File: config.mk
export PLATFORM = sky130hd
export DESIGN_NAME = iterative_divider
export DESIGN_NICKNAME = d
export VERILOG_FILES = /design/src/rtl/iterative_divider.sv
export SDC_FILE = /design/constraint.sdc
export NUM_CORES = 1
export LEC_CHECK = 0
export ABC_AREA = 0
export BUFFER_PORTS_ARGS = -buffer_cell sky130_fd_sc_hd__buf_2
export CAP_MARGIN = 20
export CELL_PAD_IN_SITES_DETAIL_PLACEMENT = 1
export CELL_PAD_IN_SITES_GLOBAL_PLACEMENT = 2
export CORE_MARGIN = 8
export CORE_UTILIZATION = 39
export DETAILED_ROUTE_END_ITERATION = 16
export GPL_TIMING_DRIVEN = 0
export PLACE_DENSITY_LB_ADDON = 0.1
export SYNTH_ARGS = -nofsm -noshare
export SYNTH_HDL_FRONTEND = slang
export SYNTH_SLANG_ARGS = --single-unit
File: constraint.sdc
create_clock -name clk_i -period 7 [get_ports clk_i]
set_clock_uncertainty 0.2 [all_clocks]
set_input_delay 1.75 -clock clk_i [delete_from_list [all_inputs] [get_ports clk_i]]
set_output_delay 1.75 -clock clk_i [all_outputs]
set_load 0.1 [all_outputs]
File: src/rtl/iterative_divider.sv
// iterative_divider: restoring shift-subtract divider, one quotient bit per clock.
// Serves MIPS DIV/DIVU; quotient goes to LO, remainder to HI.
module iterative_divider #(
   parameter int WIDTH = 32
) (
   input  logic             clk_i,
   input  logic             rst_i,
   input  logic             start_i,
   input  logic             signed_i,
   input  logic [WIDTH-1:0] dividend_i,
   input  logic [WIDTH-1:0] divisor_i,
   output logic             busy_o,
   output logic             done_o,
   output logic [WIDTH-1:0] quotient_o,
   output logic [WIDTH-1:0] remainder_o,
   output logic             div_zero_o
);
   localparam int CW = $clog2(WIDTH + 1);
   typedef enum logic [1:0] {IDLE, RUN, FIX, DONE} state_t;
   state_t           state_q;
   logic [CW-1:0]    cnt_q;
   logic [WIDTH-1:0] rem_q, quo_q, dvs_q, rem_d, quo_d, dvd_abs, dvs_abs;
   logic [WIDTH-1:0] quotient_q, remainder_q;
   logic [WIDTH:0]   shift;
   logic             qneg_q, rneg_q, busy_q, done_q, div_zero_q;
   logic             dvd_neg, dvs_neg, ge, accept;
   always_comb begin
      dvd_neg = signed_i & dividend_i[WIDTH-1];
      dvs_neg = signed_i & divisor_i[WIDTH-1];
      dvd_abs = dvd_neg ? -dividend_i : dividend_i;
      dvs_abs = dvs_neg ? -divisor_i : divisor_i;
      shift   = {rem_q, quo_q[WIDTH-1]};
      ge      = shift >= {1'b0, dvs_q};
      rem_d   = ge ? WIDTH'(shift - {1'b0, dvs_q}) : shift[WIDTH-1:0];
      quo_d   = {quo_q[WIDTH-2:0], ge};
      accept  = start_i && (state_q == IDLE || state_q == DONE);
   end
   always_ff @(posedge clk_i or negedge rst_i) begin
      if (!rst_i) begin
         state_q     <= IDLE;
         cnt_q       <= '0;
         rem_q       <= '0;
         quo_q       <= '0;
         dvs_q       <= '0;
         qneg_q      <= 1'b0;
         rneg_q      <= 1'b0;
         busy_q      <= 1'b0;
         done_q      <= 1'b0;
         quotient_q  <= '0;
         remainder_q <= '0;
         div_zero_q  <= 1'b0;
      end else if (accept) begin
         qneg_q <= dvd_neg ^ dvs_neg;
         rneg_q <= dvd_neg;
         quo_q  <= dvd_abs;
         rem_q  <= '0;
         dvs_q  <= dvs_abs;
         cnt_q  <= '0;
         if (divisor_i == '0) begin
            // Zero divisor bypasses the iteration and reports immediately.
            state_q     <= DONE;
            busy_q      <= 1'b0;
            done_q      <= 1'b1;
            quotient_q  <= '1;
            remainder_q <= dividend_i;
            div_zero_q  <= 1'b1;
         end else begin
            state_q    <= RUN;
            busy_q     <= 1'b1;
            done_q     <= 1'b0;
            div_zero_q <= 1'b0;
         end
      end else begin
         case (state_q)
            RUN: begin
               rem_q <= rem_d;
               quo_q <= quo_d;
               cnt_q <= cnt_q + CW'(1);
               if (cnt_q == CW'(WIDTH - 1)) state_q <= FIX;
            end
            FIX: begin
               quotient_q  <= qneg_q ? -quo_q : quo_q;
               remainder_q <= rneg_q ? -rem_q : rem_q;
               state_q     <= DONE;
               busy_q      <= 1'b0;
               done_q      <= 1'b1;
            end
            default: begin
               state_q <= IDLE;
               done_q  <= 1'b0;
            end
         endcase
      end
   end
   assign busy_o      = busy_q;
   assign done_o      = done_q;
   assign quotient_o  = quotient_q;
   assign remainder_o = remainder_q;
   assign div_zero_o  = div_zero_q;
endmodule

==> run summary, run 1 <==
Status: finished, final reports clean
Final Max Tran Viols: 0
Layout Utilization: 45.8%
Met2 wire length: 22100 um
Synth cell types: 67
Clock sink total: 173
Final setup fails: 0
Worst hold path class: flip-flop to flip-flop
Most used cell, CP: buf_2
Fin Setup TNS: 0 ns
Vias in the first global route: 11600
Worst-path maximum fanout: 10
RSZ-0062 raised after global routing: false
Slowest stage delay, CP: 0.50 ns
FMAX: 196 MHz
First-pass GRT wire length: 69100 um
CTS Hold Bufs: 0
Fin crit period: 5.10 ns
I/O pin cnt: 135
Fin nets: 1696
CP Cell Sequence: buf_2 > inv_1 > ha_1 > nor3b_1 > nor4b_2 > nand3_1 > nor3b_2 > and4b_1 > buf_2 > or2_2 > buf_2 > buf_2 > nor2_1 > a21oi_1
Maximum clock path buffer count: 2
CTS Buf Count: 17
Metal-1 WL: 19200 um
Tot GR Track Use: 24.7%
Worst-Margin Slew: 1.02 ns
Crit path DAT: 5.26 ns
Slew Limit Headroom: 31.4%
Root Buffer: clkbuf_16
Flops & latches, synth: 173
Final WS setup: 1.90 ns
Post-DP HPWL: 35500 um
# DRC: 0
Placement Setup Slack: 1.47 ns
Most used DFF post-synth: dfrtp_1
Antenna violations before repair: 0
Port Buf Inserts: 134
Row count: 63
Metal3 WL: 1580 um
Final-report hold violation count: 0
Total gr overflow: 0
Routed vias/inst: 5.62
Post-route ant nets: 0
Worst path bufs/invs: 5
Top sig layer: met4
Post-synth EDFFs: 0
TritonCTS clock tree: yes
Tcrit/Tclk final: 72.9%
Mapped Cells: 1432
Crit end category: flip-flop
Post-synthesis cell area: 11800 um2
Register area share after synthesis: 36.7%
Startpoint Class: input port
Kind of critical path: input port to flip-flop
Ys async rst share: 100%
Inst Count DP: 1957
Die ar.: 36100 um2
Post-Syn Nets: 1541
Syn Area/Cell: 8.24 um2
Non-Filler Instances: 1988
CP delay by family, top: simple AND/OR/NAND/NOR gates
P&R area growth vs syn: 15.2%
H-tree depth: 4
RePlAce Congestion: 0.878
Post-CTS Setup Bufs: 0
Largest net degree at the start of global routing: 103
Wirelength, routed: 44500 um
Pre-Repair DR Iteration Count: 5
Core ar.: 29700 um2
Diode count: 0
Yosys warns: 0
Max Cap Viol: 0
Initial core utilization: 39.7%
Die W: 190 um
Worst Path Required: 7.16 ns
Vias: 11200
Initial drt markers: 733
Share of cells above drive strength 1: 12.3%
Clk slew on worst S/H paths: 0.07 ns
PostCTS Resize Cnt: 0
Crit-path slowest cell: nor4b_2
Clock Latency Late Sink: 0.44 ns
Die height: 190 um
Avg WL per Cell: 22.4 um
## cells in the mapped netlist, types with 32 or more instances
library cell | count | area, um2
nand2_1 | 185 | 694
dfrtp_1 | 173 | 4330
o21ai_0 | 166 | 831
a21oi_1 | 110 | 551
nor2_1 | 106 | 398
xor2_1 | 82 | 718
clkbuf_1 | 69 | 259
xnor2_1 | 59 | 517
inv_1 | 55 | 206
ha_1 | 40 | 500
mux2i_1 | 35 | 350
nor3_1 | 32 | 160
## area by class of cell
cell class | count | area, um2
plain buffers | 83 | 335
repair buffers | 136 | 713
fillers | 3683 | 16100
flip-flops and latches | 173 | 4330
clock buffers | 17 | 425
clock inverters | 13 | 166
inverters | 55 | 206
multi-input cells | 1121 | 6940
well taps | 390 | 488
## through the flow
| stage | hold slack, ns | cell area, um2 |
|---|---|---|
| 3_5_place_dp | 0.269 | 13000 |
| 4_1_cts | 0.284 | 13600 |
| 5_1_grt | 0.314 | 13600 |
| 6_report | 0.282 | 13600 |
| 2_1_floorplan | 0.250 | 11800 |
| 3_3_place_gp | 0.264 | 13000 |
## placed cells by master (no fill, tap or decap), types with 7 or more instances in the layout
cell,count
and2_1,9
o41ai_1,13
nand3_1,28
a31oi_1,26
clkbuf_1,69
nor4_1,11
and3_1,11
or4_1,12
o31ai_1,20
nand3b_1,7
nor2b_1,13
nand2_1,185
buf_2,139
xor2_1,82
nor2_1,106
buf_1,7
mux2i_1,35
or3_1,12
dfrtp_1,173
o21a_1,7
a21o_1,21
clkbuf_16,17
ha_1,40
o21ai_0,166
a311oi_1,16
inv_1,55
a21oi_1,110
nand2b_1,9
nor3_1,32
nand4_1,11
xnor2_1,59
a211oi_1,13
o211ai_1,9
## flip-flops by register name, summed over array words and instances (netlist names)
| name | count |
|---|---|
| busy_o | 1 |
| cnt_q | 6 |
| div_zero_o | 1 |
| done_o | 1 |
| dvs_q | 32 |
| qneg_q | 1 |
| quo_q | 32 |
| quotient_o | 32 |
| rem_q | 32 |
| remainder_o | 32 |
| rneg_q | 1 |
| state_q | 2 |
## worst register-to-register path, delay by kind of cell (launching register included)
| kind | cells | cell delay [ns] |
|---|---|---|
| AOI/OAI and AO/OA | 6 | 1.96 |
| adders and majority gates | 1 | 0.33 |
| buffers and inverters | 1 | 0.30 |
| DFF | 1 | 0.49 |
| and+or+nand+nor | 2 | 0.89 |
## worst paths after layout
check,to,slack [ns],from,cells after the start
hold reg to reg,remainder_o[5]$_DFFE_PN0P_,0.28,remainder_o[5]$_DFFE_PN0P_,2
min in group asynchronous,rem_q[21]$_DFFE_PN0P_,1.03,rst_i,1
hold / removal,remainder_o[5]$_DFFE_PN0P_,0.28,remainder_o[5]$_DFFE_PN0P_,2
setup / recovery,remainder_o[23]$_DFFE_PN0P_,1.90,divisor_i[0],14
max in group asynchronous,remainder_o[1]$_DFFE_PN0P_,4.62,rst_i,2
setup reg to reg,rem_q[27]$_DFFE_PN0P_,2.74,rem_q[13]$_DFFE_PN0P_,10
## layer usage
layer / track usage, % / up-vias
met5: 0 / -
met4: 9.68 / 0
met3: 3.42 / 66
met2: 43.1 / 218
met1: 30.4 / 5497
li1: - / 5383
## logic make-up (layout without fill, tap and decap cells)
| group | after synthesis | after routing | synth area share [%] |
|---|---|---|---|
| muxes | 36 | 36 | 3.06 |
| DFF | 173 | 173 | 36.7 |
| AOI/OAI and AO/OA | 429 | 429 | 21.7 |
| xor gates and xnor gates | 141 | 141 | 10.5 |
| and+or+nand+nor | 474 | 474 | 19.1 |
| buffers and inverters | 138 | 304 | 4.59 |
| adders and majority gates | 41 | 41 | 4.41 |
Power of run 1 is left out: the tool's default activity adds up to more than one toggle a clock period on the data nets, which glitch-free logic cannot reach.
==> run 2: changes to the inputs <==
--- a/config.mk
+++ b/config.mk
@@ -11,7 +11,7 @@
 export CELL_PAD_IN_SITES_DETAIL_PLACEMENT = 1
 export CELL_PAD_IN_SITES_GLOBAL_PLACEMENT = 2
 export CORE_MARGIN = 8
-export CORE_UTILIZATION = 39
+export CORE_UTILIZATION = 36
 export DETAILED_ROUTE_END_ITERATION = 16
 export GPL_TIMING_DRIVEN = 0
 export PLACE_DENSITY_LB_ADDON = 0.1
==> constraint.sdc (replaced) <==
create_clock -name clk_i -period 5.35 [get_ports clk_i]
set_clock_uncertainty 0.2 [all_clocks]
set_input_delay 1.3375 -clock clk_i [delete_from_list [all_inputs] [get_ports clk_i]]
set_output_delay 1.3375 -clock clk_i [all_outputs]
set_load 0.1 [all_outputs]
==> run 2 against run 1 <==
Worst setup slack worse by 1.2 ns. Critical path depth stayed put. Final area is 0.63% higher.
==> run summary, run 2 (same netlist as run 1, synthesis figures left out) <==
Slowest stage delay, CP: 0.51 ns
Fill cells: 4023
Avg WL per Cell: 22.3 um
Final Max Tran Viols: 0
Port Buf Inserts: 134
Worst hold path class: flip-flop to flip-flop
Post-route cell area: 13700 um2
Placed cell area: 13100 um2
Kind of critical path: input port to flip-flop
FMAX: 217 MHz
Routed vias/inst: 5.47
RePlAce Congestion: 0.879
Clock Latency Late Sink: 0.45 ns
Post-DP HPWL: 36500 um
Multi-input logic area: 6940 um2
Startpoint Class: input port
Core ar.: 32500 um2
Final setup fails: 0
Die ar.: 38800 um2
I/O pin cnt: 135
Worst-path maximum fanout: 10
Fin crit period: 4.61 ns
Worst-Margin Slew: 1.07 ns
Antenna violations before repair: 0
Layout Utilization: 42.2%
Largest net degree at the start of global routing: 95
RSZ-0062 raised after global routing: false
Final-report hold violation count: 0
Fin nets: 1695
Placement Setup Slack: 0.252 ns
Tot GR Track Use: 23.5%
Commonest non-fill, non-tap cell in the layout: nand2_1
Total gr overflow: 0
# DRC: 0
Pre-Repair DR Iteration Count: 4
H-tree depth: 4
Share of cells above drive strength 1: 12.3%
Clock sink total: 173
CTS Buf Count: 17
Wirelength, routed: 45600 um
Vias in the first global route: 11700
Seq. cell area: 4330 um2
Status: finished, final reports clean
Maximum clock path buffer count: 2
CP delay by family, top: simple AND/OR/NAND/NOR gates
Post-route ant nets: 0
Die W: 197 um
P&R area growth vs syn: 15.9%
CP Cell Sequence: buf_2 > inv_1 > ha_1 > nor3b_1 > nor4b_2 > nand3_1 > nor3b_2 > and4b_1 > buf_2 > or2_2 > buf_2 > buf_2 > nor2_1 > a21oi_1
Root Buffer: clkbuf_16
Crit-path slowest cell: nor4b_2
Initial core utilization: 36.4%
TritonCTS clock tree: yes
Crit end category: flip-flop
Most used cell, CP: buf_2
Initial drt markers: 552
Slew Limit Headroom: 27.5%
CTS Hold Bufs: 0
Clk slew on worst S/H paths: 0.07 ns
PostCTS Resize Cnt: 0
Vias: 11200
Post-CTS Setup Bufs: 0
Worst path bufs/invs: 5
Crit path DAT: 4.78 ns
Worst Path Required: 5.53 ns
Most frequent cells in the layout: nand2_1 (185), dfrtp_1 (173), o21ai_0 (166)
First-pass GRT wire length: 70300 um
Tcrit/Tclk final: 86.1%
Max Cap Viol: 0
Die height: 197 um
Row count: 66
Final WS setup: 0.742 ns
## run 2: tightest hold or removal path, cell delays in order, from the launching register on
cell,delay [ns]
dfrtp_1,0.34
nand2_1,0.04
o21ai_0,0.06
## run 2: worst paths after layout
path | from | to | slack, ns | depth (start not counted)
max in group asynchronous | rst_i | dvs_q[2]$_DFFE_PN0P_ | 3.31 | 2
hold reg to reg | remainder_o[24]$_DFFE_PN0P_ | remainder_o[24]$_DFFE_PN0P_ | 0.27 | 2
setup reg to reg | rem_q[21]$_DFFE_PN0P_ | rem_q[24]$_DFFE_PN0P_ | 1.02 | 12
setup / recovery | divisor_i[0] | remainder_o[19]$_DFFE_PN0P_ | 0.74 | 14
hold / removal | remainder_o[24]$_DFFE_PN0P_ | remainder_o[24]$_DFFE_PN0P_ | 0.27 | 2
min in group asynchronous | rst_i | quotient_o[30]$_DFFE_PN0P_ | 0.65 | 1
## run 2: layout make-up
| type | count | share of cell area (%) |
|---|---|---|
| plain buffers | 83 | 2.45 |
| multi-input cells | 1121 | 50.7 |
| clock buffers | 19 | 3.31 |
| well taps | 442 | 4.04 |
| repair buffers | 135 | 5.18 |
| clock inverters | 12 | 1.18 |
| inverters | 55 | 1.51 |
| diodes | 1 | 0.0183 |
| flip-flops and latches | 173 | 31.6 |
## run 2: layer usage
layer	vias to the layer above	share of wire (%)	GRT usage, %
met4	0	3.0	8.47
met5	-	0	0
met3	54	3.1	3.13
met2	194	51	41.7
met1	5526	43	28.9
li1	5393	-	-
## run 2: through the flow
| stage | hold slack [ns] | std cells | TNS [ns] |
|---|---|---|---|
| after detailed placement | 0.268 | 2009 | 0 |
| after global routing | 0.311 | 2040 | 0 |
| after CTS | 0.282 | 2040 | 0 |
| after global placement | 0.265 | 2008 | -29.99 |
| after floorplan | 0.250 | 1432 | 0 |
| final | 0.274 | 2041 | 0 |
Power of run 2 is left out for the same reason.
